--- config.mk ---
export PLATFORM = sky130hd
export DESIGN_NAME = dac_write_controller
export DESIGN_NICKNAME = d
export VERILOG_FILES = /design/src/rtl/dac_write_controller_pkg.sv /design/src/rtl/dac_write_controller.sv
export SDC_FILE = /design/constraint.sdc
export NUM_CORES = 1
export LEC_CHECK = 0
export CELL_PAD_IN_SITES_DETAIL_PLACEMENT = 0
export CELL_PAD_IN_SITES_GLOBAL_PLACEMENT = 1
export CORE_ASPECT_RATIO = 1.2
export CORE_MARGIN = 2
export CORE_UTILIZATION = 43
export DETAILED_ROUTE_END_ITERATION = 16
export PLACE_DENSITY = 0.87
export SLEW_MARGIN = 10
export SYNTH_ARGS = -nofsm -noshare
export SYNTH_HDL_FRONTEND = slang
export SYNTH_SLANG_ARGS = --single-unit
--- constraint.sdc ---
create_clock -name clk -period 3.85 [get_ports clk]
set_clock_uncertainty 0.15 [all_clocks]
set_input_delay 1.155 -clock clk [delete_from_list [all_inputs] [get_ports clk]]
set_output_delay 1.155 -clock clk [all_outputs]
set_load 0.01 [all_outputs]
--- src/rtl/dac_write_controller_pkg.sv ---
// Shared definitions for the DAC serial write controller: frame geometry,
// FSM state encoding and the command-word to frame packing helper.
package dac_write_controller_pkg;

    localparam int FRAME_BITS = 16;
    localparam int DATA_BITS  = 12;
    localparam int PD_BITS    = 2;
    localparam int CMD_BITS   = PD_BITS + DATA_BITS;
    localparam int STATE_BITS = 3;

    localparam logic [FRAME_BITS-CMD_BITS-1:0] FRAME_PAD = '0;

    typedef enum logic [STATE_BITS-1:0] {
        ST_IDLE      = 3'd0,
        ST_FETCH     = 3'd1,
        ST_SHIFT     = 3'd2,
        ST_SYNC_HIGH = 3'd3
    } state_t;

    // Frame layout on the wire, MSB first: {pad, pd[1:0], code[11:0]}.
    function automatic logic [FRAME_BITS-1:0] build_frame(input logic [CMD_BITS-1:0] cmd);
        return {FRAME_PAD, cmd};
    endfunction

endpackage

--- src/rtl/dac_write_controller.sv ---
// Serial write controller for a DACxx1S101-class DAC: pops one command word
// per frame from a FIFO and shifts a 16-bit frame out on SYNC_n/SCLK/DIN.
module dac_write_controller
    import dac_write_controller_pkg::*;
#(
    parameter int SYNC_HIGH_COUNTS = 2,
    parameter int TIMER_BITS       = 8
) (
    input  logic                clk,
    input  logic                reset,
    input  logic                enable,
    input  logic                fifo_empty,
    input  logic [CMD_BITS-1:0] fifo_read_data,
    output logic                fifo_read_enable,
    output logic                dac_write_done,
    output logic                dac_busy,
    output logic                sclk,
    output logic                sync_n,
    output logic                din
);

    localparam logic [TIMER_BITS-1:0] LAST_EDGE  = TIMER_BITS'(FRAME_BITS);
    localparam logic [TIMER_BITS-1:0] LAST_GUARD = TIMER_BITS'(SYNC_HIGH_COUNTS - 1);
    localparam logic [TIMER_BITS-1:0] TIMER_ONE  = TIMER_BITS'(1);

    state_t                  state, state_d;
    logic [FRAME_BITS-1:0]   shift_reg, shift_d;
    logic [TIMER_BITS-1:0]   timer, timer_d;
    logic                    read_enable_d;
    logic                    done_d;
    logic                    busy_d;
    logic                    sclk_d;
    logic                    sync_n_d;
    logic                    din_d;

    // NOTE: every variable gets a default before the case so no path leaves
    // one unassigned; an incomplete assignment here would infer a latch.
    always_comb begin
        state_d       = state;
        shift_d       = shift_reg;
        timer_d       = timer;
        read_enable_d = 1'b0;
        done_d        = 1'b0;
        sclk_d        = sclk;
        sync_n_d      = sync_n;
        din_d         = din;

        case (state)
            ST_IDLE: begin
                sclk_d   = 1'b1;
                sync_n_d = 1'b1;
                din_d    = 1'b0;
                if (fifo_read_enable) begin
                    state_d = ST_FETCH;
                    timer_d = '0;
                end else begin
                    read_enable_d = enable && !fifo_empty;
                end
            end

            ST_FETCH: begin
                shift_d  = build_frame(fifo_read_data);
                sync_n_d = 1'b0;
                sclk_d   = 1'b1;
                din_d    = shift_d[FRAME_BITS-1];
                state_d  = ST_SHIFT;
                timer_d  = '0;
            end

            ST_SHIFT: begin
                if (sclk) begin
                    // Falling edge: DAC samples din; count it.
                    sclk_d  = 1'b0;
                    timer_d = timer + TIMER_ONE;
                end else if (timer == LAST_EDGE) begin
                    state_d  = ST_SYNC_HIGH;
                    timer_d  = '0;
                    sync_n_d = 1'b1;
                    sclk_d   = 1'b1;
                    din_d    = 1'b0;
                    done_d   = 1'b1;
                end else begin
                    // Rising edge: din only moves here, so it is stable across the next fall.
                    sclk_d  = 1'b1;
                    din_d   = shift_reg[FRAME_BITS-2];
                    shift_d = shift_reg << 1;
                end
            end

            ST_SYNC_HIGH: begin
                if (timer == LAST_GUARD) begin
                    state_d       = ST_IDLE;
                    timer_d       = '0;
                    read_enable_d = enable && !fifo_empty;
                end else begin
                    timer_d = timer + TIMER_ONE;
                end
            end

            default: begin
                state_d  = ST_IDLE;
                timer_d  = '0;
                sclk_d   = 1'b1;
                sync_n_d = 1'b1;
                din_d    = 1'b0;
            end
        endcase

        busy_d = (state_d != ST_IDLE);
    end

    // NOTE: state and outputs update with non-blocking assignments so every
    // flop samples the pre-edge values computed above.
    always_ff @(posedge clk) begin
        if (reset) begin
            state            <= ST_IDLE;
            // NOTE: the shift register is a plain register file of one word,
            // so it is cleared with the rest rather than left unreset.
            shift_reg        <= '0;
            timer            <= '0;
            fifo_read_enable <= 1'b0;
            dac_write_done   <= 1'b0;
            dac_busy         <= 1'b0;
            sclk             <= 1'b1;
            sync_n           <= 1'b1;
            din              <= 1'b0;
        end else begin
            state            <= state_d;
            shift_reg        <= shift_d;
            timer            <= timer_d;
            fifo_read_enable <= read_enable_d;
            dac_write_done   <= done_d;
            dac_busy         <= busy_d;
            sclk             <= sclk_d;
            sync_n           <= sync_n_d;
            din              <= din_d;
        end
    end

endmodule
==> flow_metrics.py <==
metrics = {
    "status": {
        "status": "complete, no violations",
    },
    "critical_path": {
        "cpPeakStageDelay_ps": 580,
        "critPathCaptureType": "output port",
        "crit_family": "buffers and inverters",
        "cp.arrival_ps": 1270,
        "critPathRequiredTime_ps": 2540,
        "start_kind": "flip-flop",
        "critPathKind": "flip-flop to output port",
        "reg2reg_slack_ps": 1400,
        "cpMaxStageDelayCell": "clkdlybuf4s50_1",
        "cp_num_buf_inv": 1,
        "path_cells": "clkdlybuf4s50_1",
        "crit_fanout": 5,
    },
    "global_routing": {
        "antenna_found_initial": 0,
        "gr-total-overflow": 0,
        "grt_pass1_vias": 1423,
        "grt_use_total_pct": 19.2,
        "grt_pass1_wl_um": 6520,
        "grt_max_degree": 31,
    },
    "sta": {
        "hold-worst-slack_ps": 321,
        "worstMarginPinSlew_ps": 967,
        "fin_crit_ps": 2580,
        "relSlewSlack_pct": 35.2,
        "rsz0062_at_grt": "false",
        "slew_viol_final": 0,
        "setup-tns-final_ps": 0,
        "fmax_ghz": 0.388,
        "setup_viol": 0,
        "hold_viol_final": 0,
        "finalCritPeriodShare_pct": 67.0,
    },
    "detailed_routing": {
        "ant_nets": 0,
        "drc": 0,
        "drt_iter0_drc": 94,
        "drt_first_pass_iters": 5,
        "num_vias": 1536,
        "post_drt_wl_per_cell_um": 14.7,
        "post_drt_via_cell_ratio": 5.91,
        "drt-total-wl_um": 3830,
    },
    "layout": {
        "fill_cells": 351,
        "syn_to_final_growth_pct": 17.5,
        "finish.utilization_pct": 53.8,
        "antenna_cells": 0,
        "layout_commonest_cell": "dfxtp_1",
        "drive_above_1_share_pct": 12.0,
        "largest_reg_flops": 15,
        "layout_common_cells": "dfxtp_1 (32), clkdlybuf4s50_1 (23), nor3_1 (17)",
        "finalNetCount": 229,
        "final_cells": 260,
    },
    "synth": {
        "syn-cell-area_sq_um": 1690,
        "synth_area_per_cell_sq_um": 8.76,
        "syn_nets": 214,
        "yosysSeqAreaShare_pct": 37.9,
        "synth_seq_cells": 32,
        "syn_inst": 193,
        "ys_warn_count": 0,
        "synth.distinct_cells": 42,
    },
    "cts": {
        "cts-resized-gates": 0,
        "cts_root_buffer": "clkbuf_8",
        "cts_tree": "yes",
        "clock_sinks": 32,
        "cts_setup_buffers": 0,
        "cts_buffer_depth": 2,
        "clk_latency_ps": 280,
        "cts.clk_slew.worst_paths_ps": 60,
        "numCtsBuffers": 5,
        "postCtsHoldBufs": 0,
        "htree_levels": 2,
    },
    "die": {
        "start_util_pct": 45.8,
        "die_w_um": 61.2,
        "core_sq_um": 3690,
        "rows": 24,
        "design.die.area_sq_um": 4450,
        "fp.dieH_um": 72.7,
        "pin_count": 24,
    },
    "power": {
        "p_leak_nw": 0.586,
        "ir_worst_vdd_uv": 231,
        "power_density_nw_per_um2": 309,
    },
    "worst_hold_path": {
        "hold_path_class": "flip-flop to flip-flop",
    },
    "placement": {
        "gp_congestion": 0.880,
        "dp_hpwl_um": 2520,
        "io_buffers": 23,
        "dp_cells": 253,
    },
    "job": {
        "maxCapViolations": 0,
    },
}
-- through the flow --
step | cell area, sq um | total power [mW] | setup slack, ps
after global placement | 1910 | 0.378 | 1430
after floorplan | 1690 | 0.358 | 1950
after CTS | 1990 | 0.618 | 1260
after global routing | 1990 | 0.633 | 1180
after detailed placement | 1910 | 0.378 | 1400
final | 1990 | 0.613 | 1270
-- logic make-up after synthesis --
family / share of synthesized area (%)
compound gates: 28.6
xor+xnor: 1.04
fa+ha+maj: 2.22
buf+inv: 6.14
flops: 37.9
other cells: 0.222
simple gates: 23.8
-- report_power, final --
part	internal [mW]	leakage [nW]	switching, mW
registers	0.333	0.258	0.00283
logic	0.0210	0.286	0.0147
clock network	0.123	0.0410	0.119
total	0.476	0.586	0.137
-- synthesized netlist by cell type --
cell / instances / share of area (%)
a2111oi_0: 1 / 0.52
a211oi_1: 6 / 2.7
a211oi_2: 1 / 0.74
a21oi_1: 6 / 1.8
a311oi_1: 7 / 3.6
a311oi_2: 8 / 7.1
a31oi_1: 3 / 1.1
a31oi_2: 1 / 0.74
buf_2: 2 / 0.59
buf_4: 2 / 0.89
buf_6: 2 / 1.3
clkbuf_1: 10 / 2.2
conb_1: 1 / 0.22
dfxtp_1: 32 / 38
ha_1: 3 / 2.2
inv_1: 4 / 0.89
inv_2: 1 / 0.22
nand2_1: 15 / 3.3
nand2b_1: 2 / 0.74
nand3_1: 9 / 2.7
nand4_1: 6 / 2.2
nand4bb_1: 1 / 0.67
nor2_1: 9 / 2.0
nor2b_1: 2 / 0.74
nor3_1: 17 / 5.0
nor3_2: 2 / 1.2
nor3b_2: 1 / 0.74
nor4_2: 1 / 0.74
o211a_1: 1 / 0.59
o211ai_1: 2 / 0.89
o21ai_0: 15 / 4.4
o21ai_1: 4 / 1.2
o21ba_4: 1 / 0.96
o21bai_1: 2 / 0.89
o31ai_1: 2 / 0.89
o41ai_1: 1 / 0.52
or2_2: 1 / 0.37
or3_1: 3 / 1.1
or4_1: 2 / 0.89
or4b_1: 1 / 0.59
or4b_4: 1 / 0.81
xnor2_1: 2 / 1.0
-- routing by layer --
| metal | wire, um | track usage [%] | up-vias |
|---|---|---|---|
| li1 | - | - | 763 |
| met1 | 1820 | 25.7 | 732 |
| met2 | 1800 | 29.4 | 34 |
| met3 | 159 | 5.85 | 7 |
| met4 | 53 | 6.04 | 0 |
| met5 | 0 | 0 | - |
-- layout make-up --
class | count | area (sq um) | share of cell area, %
repair buffers | 24 | 238 | 12.0
inverters | 5 | 18.8 | 0.945
clock inverters | 1 | 5.00 | 0.252
well taps | 52 | 65.1 | 3.28
flip-flops and latches | 32 | 641 | 32.3
clock buffers | 6 | 72.6 | 3.65
multi-input cells | 140 | 946 | 47.6
-- path summary, 6_finish.rpt --
kind / startpoint / to / cells past startpoint
min: din$_SDFFE_PP0P_ / din$_SDFFE_PP0P_ / 2
max reg2reg: state[0]$_SDFF_PP0_ / shift_reg[7]$_SDFFE_PP0P_ / 4
min reg2reg: din$_SDFFE_PP0P_ / din$_SDFFE_PP0P_ / 2
max: sclk$_SDFFE_PP1P_ / sclk / 1
Note: power is estimated with default switching activity, not from simulation.
